**src/rtl/lfsr_gen_if.sv**
```systemverilog
// rtl/lfsr_gen_if.sv - control and status bundle for lfsr_gen
interface lfsr_gen_if #(
  parameter int WIDTH = 16,
  parameter int CNT_W = 32
);
  logic             en;
  logic             load;
  logic [WIDTH-1:0] seed_in;
  logic             mode;
  logic             ext_en;
  logic             d;
  logic             q;
  logic [WIDTH-1:0] state;
  logic             lockup;
  logic             period_done;
  logic [CNT_W-1:0] period_len;

  // Driver side: issues step/load/mode controls and observes the register.
  modport master (
    output en, load, seed_in, mode, ext_en, d,
    input  q, state, lockup, period_done, period_len
  );

  // Generator side.
  modport slave (
    input  en, load, seed_in, mode, ext_en, d,
    output q, state, lockup, period_done, period_len
  );
endinterface

```
**src/rtl/lfsr_gen.sv**
```systemverilog
// rtl/lfsr_gen.sv - parametrised Fibonacci/Galois LFSR with injection, recovery and period measurement
module lfsr_gen #(
  parameter int               WIDTH = 16,
  parameter logic [WIDTH-1:0] TAPS  = WIDTH'(16'hB400),
  parameter logic [WIDTH-1:0] SEED  = WIDTH'(16'h0001),
  parameter int               CNT_W = 32
) (
  input  logic       clk,
  input  logic       reset,
  lfsr_gen_if.slave  bus
);

  // Galois xor mask: taps shifted up one place, with the constant term in bit 0.
  localparam logic [WIDTH-1:0] GAL_MASK = {TAPS[WIDTH-2:0], 1'b1};

  logic [WIDTH-1:0] r_state;
  logic [WIDTH-1:0] r_ref;
  logic [CNT_W-1:0] r_step_cnt;
  logic [CNT_W-1:0] r_period_len;
  logic             r_mode_q;
  logic             r_mode_vld;
  logic             r_lockup;
  logic             r_period_done;

  logic             w_inj;
  logic             w_mode_q;
  logic             w_fib_fb;
  logic             w_gal_m;
  logic [WIDTH-1:0] w_fib_next;
  logic [WIDTH-1:0] w_gal_next;
  logic [WIDTH-1:0] w_step_next;
  logic [WIDTH-1:0] w_seed_eff;
  logic [CNT_W-1:0] w_cnt_inc;

  logic [WIDTH-1:0] w_state_d;
  logic [WIDTH-1:0] w_ref_d;
  logic [CNT_W-1:0] w_cnt_d;
  logic [CNT_W-1:0] w_plen_d;
  logic             w_lockup_d;
  logic             w_pdone_d;

  // Until the first clock after reset the remembered mode is whatever is
  // being driven, so a mode held through reset never looks like a switch.
  // This keeps every reset value a constant.
  assign w_mode_q = r_mode_vld ? r_mode_q : bus.mode;

  assign w_inj      = bus.ext_en & bus.d;
  assign w_fib_fb   = (^(r_state & TAPS)) ^ w_inj;
  assign w_fib_next = {r_state[WIDTH-2:0], w_fib_fb};
  assign w_gal_m    = r_state[WIDTH-1] ^ w_inj;
  assign w_gal_next = {r_state[WIDTH-2:0], 1'b0} ^ ({WIDTH{w_gal_m}} & GAL_MASK);
  assign w_step_next = w_mode_q ? w_gal_next : w_fib_next;

  // A zero seed would park the register in lock-up, so it is never stored.
  assign w_seed_eff = (bus.seed_in == '0) ? SEED : bus.seed_in;
  assign w_cnt_inc  = r_step_cnt + CNT_W'(1);

  // Next-state selection: load, mode switch, lock-up recovery, step, hold.
  always_comb begin
    w_state_d  = r_state;
    w_ref_d    = r_ref;
    w_cnt_d    = r_step_cnt;
    w_plen_d   = r_period_len;
    w_lockup_d = 1'b0;
    w_pdone_d  = 1'b0;
    if (bus.load) begin
      w_state_d = w_seed_eff;
      w_ref_d   = w_seed_eff;
      w_cnt_d   = '0;
    end else if (bus.mode != w_mode_q) begin
      // Topology change: restart the period measurement from here.
      w_ref_d = r_state;
      w_cnt_d = '0;
    end else if (bus.en && (r_state == '0) && !w_inj) begin
      w_state_d  = SEED;
      w_ref_d    = SEED;
      w_cnt_d    = '0;
      w_lockup_d = 1'b1;
    end else if (bus.en) begin
      w_state_d = w_step_next;
      if (w_step_next == r_ref) begin
        w_pdone_d = 1'b1;
        w_plen_d  = w_cnt_inc;
        w_cnt_d   = '0;
      end else begin
        w_cnt_d = w_cnt_inc;
      end
    end
  end

  // Register update; reset also drops any pulse in flight.
  always_ff @(posedge clk or posedge reset) begin
    if (reset) begin
      r_state       <= SEED;
      r_ref         <= SEED;
      r_step_cnt    <= '0;
      r_period_len  <= '0;
      r_mode_q      <= 1'b0;
      r_mode_vld    <= 1'b0;
      r_lockup      <= 1'b0;
      r_period_done <= 1'b0;
    end else begin
      r_state       <= w_state_d;
      r_ref         <= w_ref_d;
      r_step_cnt    <= w_cnt_d;
      r_period_len  <= w_plen_d;
      r_mode_q      <= bus.mode;
      r_mode_vld    <= 1'b1;
      r_lockup      <= w_lockup_d;
      r_period_done <= w_pdone_d;
    end
  end

  assign bus.q           = r_state[WIDTH-1];
  assign bus.state       = r_state;
  assign bus.lockup      = r_lockup;
  assign bus.period_done = r_period_done;
  assign bus.period_len  = r_period_len;

endmodule

```
**src/flat_wrapper.sv**
```systemverilog
// flat-port wrapper written by rule: the top's interface ports become plain ports
module lfsr_gen_flat 
#(
  parameter int               WIDTH = 16,
  parameter logic [WIDTH-1:0] TAPS  = WIDTH'(16'hB400),
  parameter logic [WIDTH-1:0] SEED  = WIDTH'(16'h0001),
  parameter int               CNT_W = 32
)
  (clk, reset, bus_en, bus_load, bus_seed_in, bus_mode, bus_ext_en, bus_d, bus_q, bus_state, bus_lockup, bus_period_done, bus_period_len);
  lfsr_gen_if #(.WIDTH(WIDTH), .CNT_W(CNT_W)) bus_i ();
  input  logic clk;
  input  logic reset;
  input wire logic [$bits(bus_i.en)-1:0] bus_en;
  input wire logic [$bits(bus_i.load)-1:0] bus_load;
  input wire logic [$bits(bus_i.seed_in)-1:0] bus_seed_in;
  input wire logic [$bits(bus_i.mode)-1:0] bus_mode;
  input wire logic [$bits(bus_i.ext_en)-1:0] bus_ext_en;
  input wire logic [$bits(bus_i.d)-1:0] bus_d;
  output wire logic [$bits(bus_i.q)-1:0] bus_q;
  output wire logic [$bits(bus_i.state)-1:0] bus_state;
  output wire logic [$bits(bus_i.lockup)-1:0] bus_lockup;
  output wire logic [$bits(bus_i.period_done)-1:0] bus_period_done;
  output wire logic [$bits(bus_i.period_len)-1:0] bus_period_len;
  assign bus_i.en = bus_en;
  assign bus_i.load = bus_load;
  assign bus_i.seed_in = bus_seed_in;
  assign bus_i.mode = bus_mode;
  assign bus_i.ext_en = bus_ext_en;
  assign bus_i.d = bus_d;
  assign bus_q = bus_i.q;
  assign bus_state = bus_i.state;
  assign bus_lockup = bus_i.lockup;
  assign bus_period_done = bus_i.period_done;
  assign bus_period_len = bus_i.period_len;
  lfsr_gen #(.WIDTH(WIDTH), .TAPS(TAPS), .SEED(SEED), .CNT_W(CNT_W)) u_core (.clk(clk), .reset(reset), .bus(bus_i));
endmodule
```
**config.mk**
```make
export PLATFORM = sky130hd
export DESIGN_NAME = lfsr_gen_flat
export DESIGN_NICKNAME = d
export VERILOG_FILES = /design/src/rtl/lfsr_gen_if.sv /design/src/rtl/lfsr_gen.sv /design/src/flat_wrapper.sv
export SDC_FILE = /design/constraint.sdc
export NUM_CORES = 1
export LEC_CHECK = 0
export BUFFER_PORTS_ARGS = -buffer_cell sky130_fd_sc_hd__buf_2
export CORE_MARGIN = 8
export CORE_UTILIZATION = 40
export DETAILED_ROUTE_END_ITERATION = 7
export SETUP_SLACK_MARGIN = 0.2
export SYNTH_ARGS = -nofsm -noshare
export SYNTH_HDL_FRONTEND = slang
export SYNTH_SLANG_ARGS = --single-unit
export TNS_END_PERCENT = 100
```
**constraint.sdc**
```tcl
create_clock -name clk -period 4.16 [get_ports clk]
set_clock_uncertainty 0.05 [all_clocks]
set_input_delay 0.832 -clock clk [delete_from_list [all_inputs] [get_ports clk]]
set_output_delay 0.832 -clock clk [all_outputs]
set_load 0.01 [all_outputs]
```
==> run metrics <==
status completed; total power between 2000 and 2500 uW; Root Driver clkbuf_16; syn_nets 535; CP Launch Point bus_ext_en; DR pass1 iterations 6; Synth area leaders dfrtp_1 46%, mux2_1 5.9%, xor2_1 4.9%; clock sink count 100; Die Height around 130 um; P&R area growth vs syn 14.24%; Power Density between 300 and 400 mW/mm2; first-pass GRT wire length between 20000 and 25000 um; H-tree levels 3; Critical Path AT roughly 3.4 ns; Initial DRC Count about 330; DRC Markers 0; worst hold path type flip-flop to flip-flop; Cells on Worst Hold Path 1; worst path required time between 4 and 5 ns; RR Endpoint u_core.bus.period_len[30]$_DFFE_PP0P_; CP Capture Type flip-flop; TNS Setup 0 ns; die width 131.5 um; initial antenna violation count 0; end of the critical path u_core.r_step_cnt[22]$_DFFE_PP0P_; FF/Latch Area around 0.0025 mm2; Slew Limit Fails 0; clock transition at the registers of the reported paths 0.07 ns; post_cts resized 0; DRT antenna net count 0; area of the multi-input gates between 0.002 and 0.003 mm2; post-CTS setup buffers 0; minimum clock period ~3.1 ns; pin count of the biggest net entering global routing 46; vias per cell around 5.5; sequential fraction of the synthesis area 46.96%; achievable clock frequency ~0.32 GHz; nets slightly below 600; Final Hold Viols 0; cell taking the most area after synthesis dfrtp_1; ys flop type dfrtp_1; Synth Cell Area ~0.0053 mm2; Mapped Cells 510; clock buffer depth 2; filler-free cell count of the finished design 746; CTS tree built; LEAKAGE slightly above 0.003 uW; #FFs+latches synth 100; gr usage total around 15%; routability congestion estimate between 0.8 and 0.9; Initial Util 40.60%; Total Routed Length between 10000 and 15000 um; Worst Path Max Fanout 15; CTS Buf Count 9; Synth top area share 45.98%; number of global-route vias before repair 4191; Setup CP Type input pin to flip-flop; tightest hold margin about 0.44 ns; Yosys cell types between 50 and 60; Tcrit/Tclk final about 75%; mean post-synth cell area ~10 um2; Max Cap Viol 0; core footprint around 0.013 mm2; Top-Level Pins 74; wire length per cell ~17 um; Detailed Place HPWL roughly 9100 um; EDFF count, synth 0; Die ar. 0.01729 mm2; row cnt 42; vias 4107; Reg2Reg Setup Slack roughly 1.1 ns; Hold Buf Count CTS 0; Placed Cells 731; CP Launch Type input pin; ys async rst share 100.0%; RSZ-0062 raised after global routing no; RR Startpoint u_core.r_step_cnt[0]$_DFFE_PP0P_; endpoints failing setup 0; worst reg-to-reg path cell count 7; Yosys Warn Count 0; n_diodes 0; Worst VDD drop about 0.25 mV; layout cells sized above 1 around a fifth; Layout fillers between 1000 and 1500; Clock Latency Late Sink between 0.3 and 0.4 ns; Worst Tran Pin Value roughly 1.2 ns; relative slew slack between 10% and 20%; I/O Buffers between 70 and 80; overflow left after global routing 0
==> per-stage QoR <==
step | utilization [%] | setup slack [ns] | instance area, um2
6_report | 46.38 | 1.031 | 6093
5_1_grt | 46.38 | 0.7860 | 6093
4_1_cts | 46.38 | 1.024 | 6093
3_5_place_dp | 44.19 | 0.6417 | 5806
3_3_place_gp | 44.19 | 0.7395 | 5806
2_1_floorplan | - | 0.6625 | 5334
==> kinds of logic (layout without fill, tap and decap cells) <==
group                    Yosys count  count (layout)  synth area share, %
other                              1               1              0.07031
adder cells (fa/ha/maj)            2               2               0.4691
buffers and inverters             65             125                5.677
XOR/XNOR                          54              54                9.383
flip-flops                       100             100                46.96
AO/OA/AOI/OAI                     95              95                14.33
multiplexers                      35              35                7.272
AND/OR/NAND/NOR                  158             158                15.83
==> flip-flops by register name, indices dropped and copies added (netlist names) <==
| register | count |
|---|---|
| u_core.r_mode_q | 1 |
| u_core.bus.state | 16 |
| u_core.r_step_cnt | 32 |
| u_core.bus.period_len | 32 |
| u_core.bus.lockup | 1 |
| u_core.bus.period_done | 1 |
| u_core.r_ref | 16 |
| u_core.r_mode_vld | 1 |
==> power breakdown <==
part,internal (uW),switching [uW]
Clock,451,361
Sequential,1020,65.4
Combinational,127,170
Total,1600,596
==> worst min path at each step <==
stage,start,end
2_1_floorplan,u_core.r_ref[0]$_DFFE_PP1P_,u_core.r_ref[0]$_DFFE_PP1P_
3_3_place_gp,u_core.bus.period_len[27]$_DFFE_PP0P_,u_core.bus.period_len[27]$_DFFE_PP0P_
3_5_place_dp,u_core.bus.period_len[2]$_DFFE_PP0P_,u_core.bus.period_len[2]$_DFFE_PP0P_
4_1_cts,u_core.bus.period_len[19]$_DFFE_PP0P_,u_core.bus.period_len[19]$_DFFE_PP0P_
5_1_grt,u_core.bus.period_len[4]$_DFFE_PP0P_,u_core.bus.period_len[4]$_DFFE_PP0P_
6_report,u_core.bus.period_len[13]$_DFFE_PP0P_,u_core.bus.period_len[13]$_DFFE_PP0P_
==> synth_stat cells (2+ instances only) <==
master,number
dfrtp_1,98
nor2_1,39
nand2_1,33
xor2_1,30
inv_1,28
mux2_1,28
nand3_1,24
xnor2_1,22
clkbuf_1,19
a221o_1,18
a222oi_1,16
nor4_1,14
o21ai_0,14
a22oi_1,10
nor3_1,9
a21oi_1,8
a22o_1,7
and3_1,7
buf_2,7
nand4_1,7
nor4b_1,6
o31ai_1,6
and2_1,5
mux2i_1,5
a21o_1,4
buf_4,4
buf_6,4
a221oi_1,3
or4_1,3
a211oi_1,2
a41oi_1,2
dfstp_2,2
ha_1,2
mux2_2,2
nor3_2,2
xnor3_1,2
==> critical path, stage by stage <==
cell	delay, ns
buf_2	0.11
a21bo_2	0.22
a21oi_1	0.46
xnor3_1	0.31
nor4b_4	0.15
nor2_1	0.75
buf_4	0.35
a221o_1	0.17
==> placed cells by master (no fill, tap or decap), types with 7 or more instances in the layout <==
cell	netlist	routed
dfrtp_1	98	98
buf_2	7	73
nor2_1	39	39
nand2_1	33	33
xor2_1	30	30
mux2_1	28	28
inv_1	28	27
nand3_1	24	24
xnor2_1	22	22
a221o_1	18	18
a222oi_1	16	16
nor4_1	14	14
o21ai_0	14	14
a22oi_1	10	10
clkbuf_16	0	9
buf_4	4	9
nor3_1	9	8
nand4_1	7	7
and3_1	7	7
a21oi_1	8	7
a22o_1	7	7
==> per-layer routing <==
metal / global-route usage (%) / vias to the layer above / part of all wire [%]
met1: 19.77 / 2027 / 46
met3: 4.268 / 12 / 6.5
met5: 0 / - / 0
met4: 5.552 / 0 / 1.4
li1: - / 1975 / -
met2: 23.68 / 93 / 46
==> cell type report <==
cell class                      count  share of cell area, %
Clock buffer                       12                  4.374
Timing Repair Buffer               82                  7.105
Tap cell                          176                  3.614
Multi-Input combinational cell    345                  41.68
Inverter                           28                  1.766
Sequential cell                   100                  41.11
Clock inverter                      3                 0.3491
Note: power is estimated with default switching activity, not from simulation.
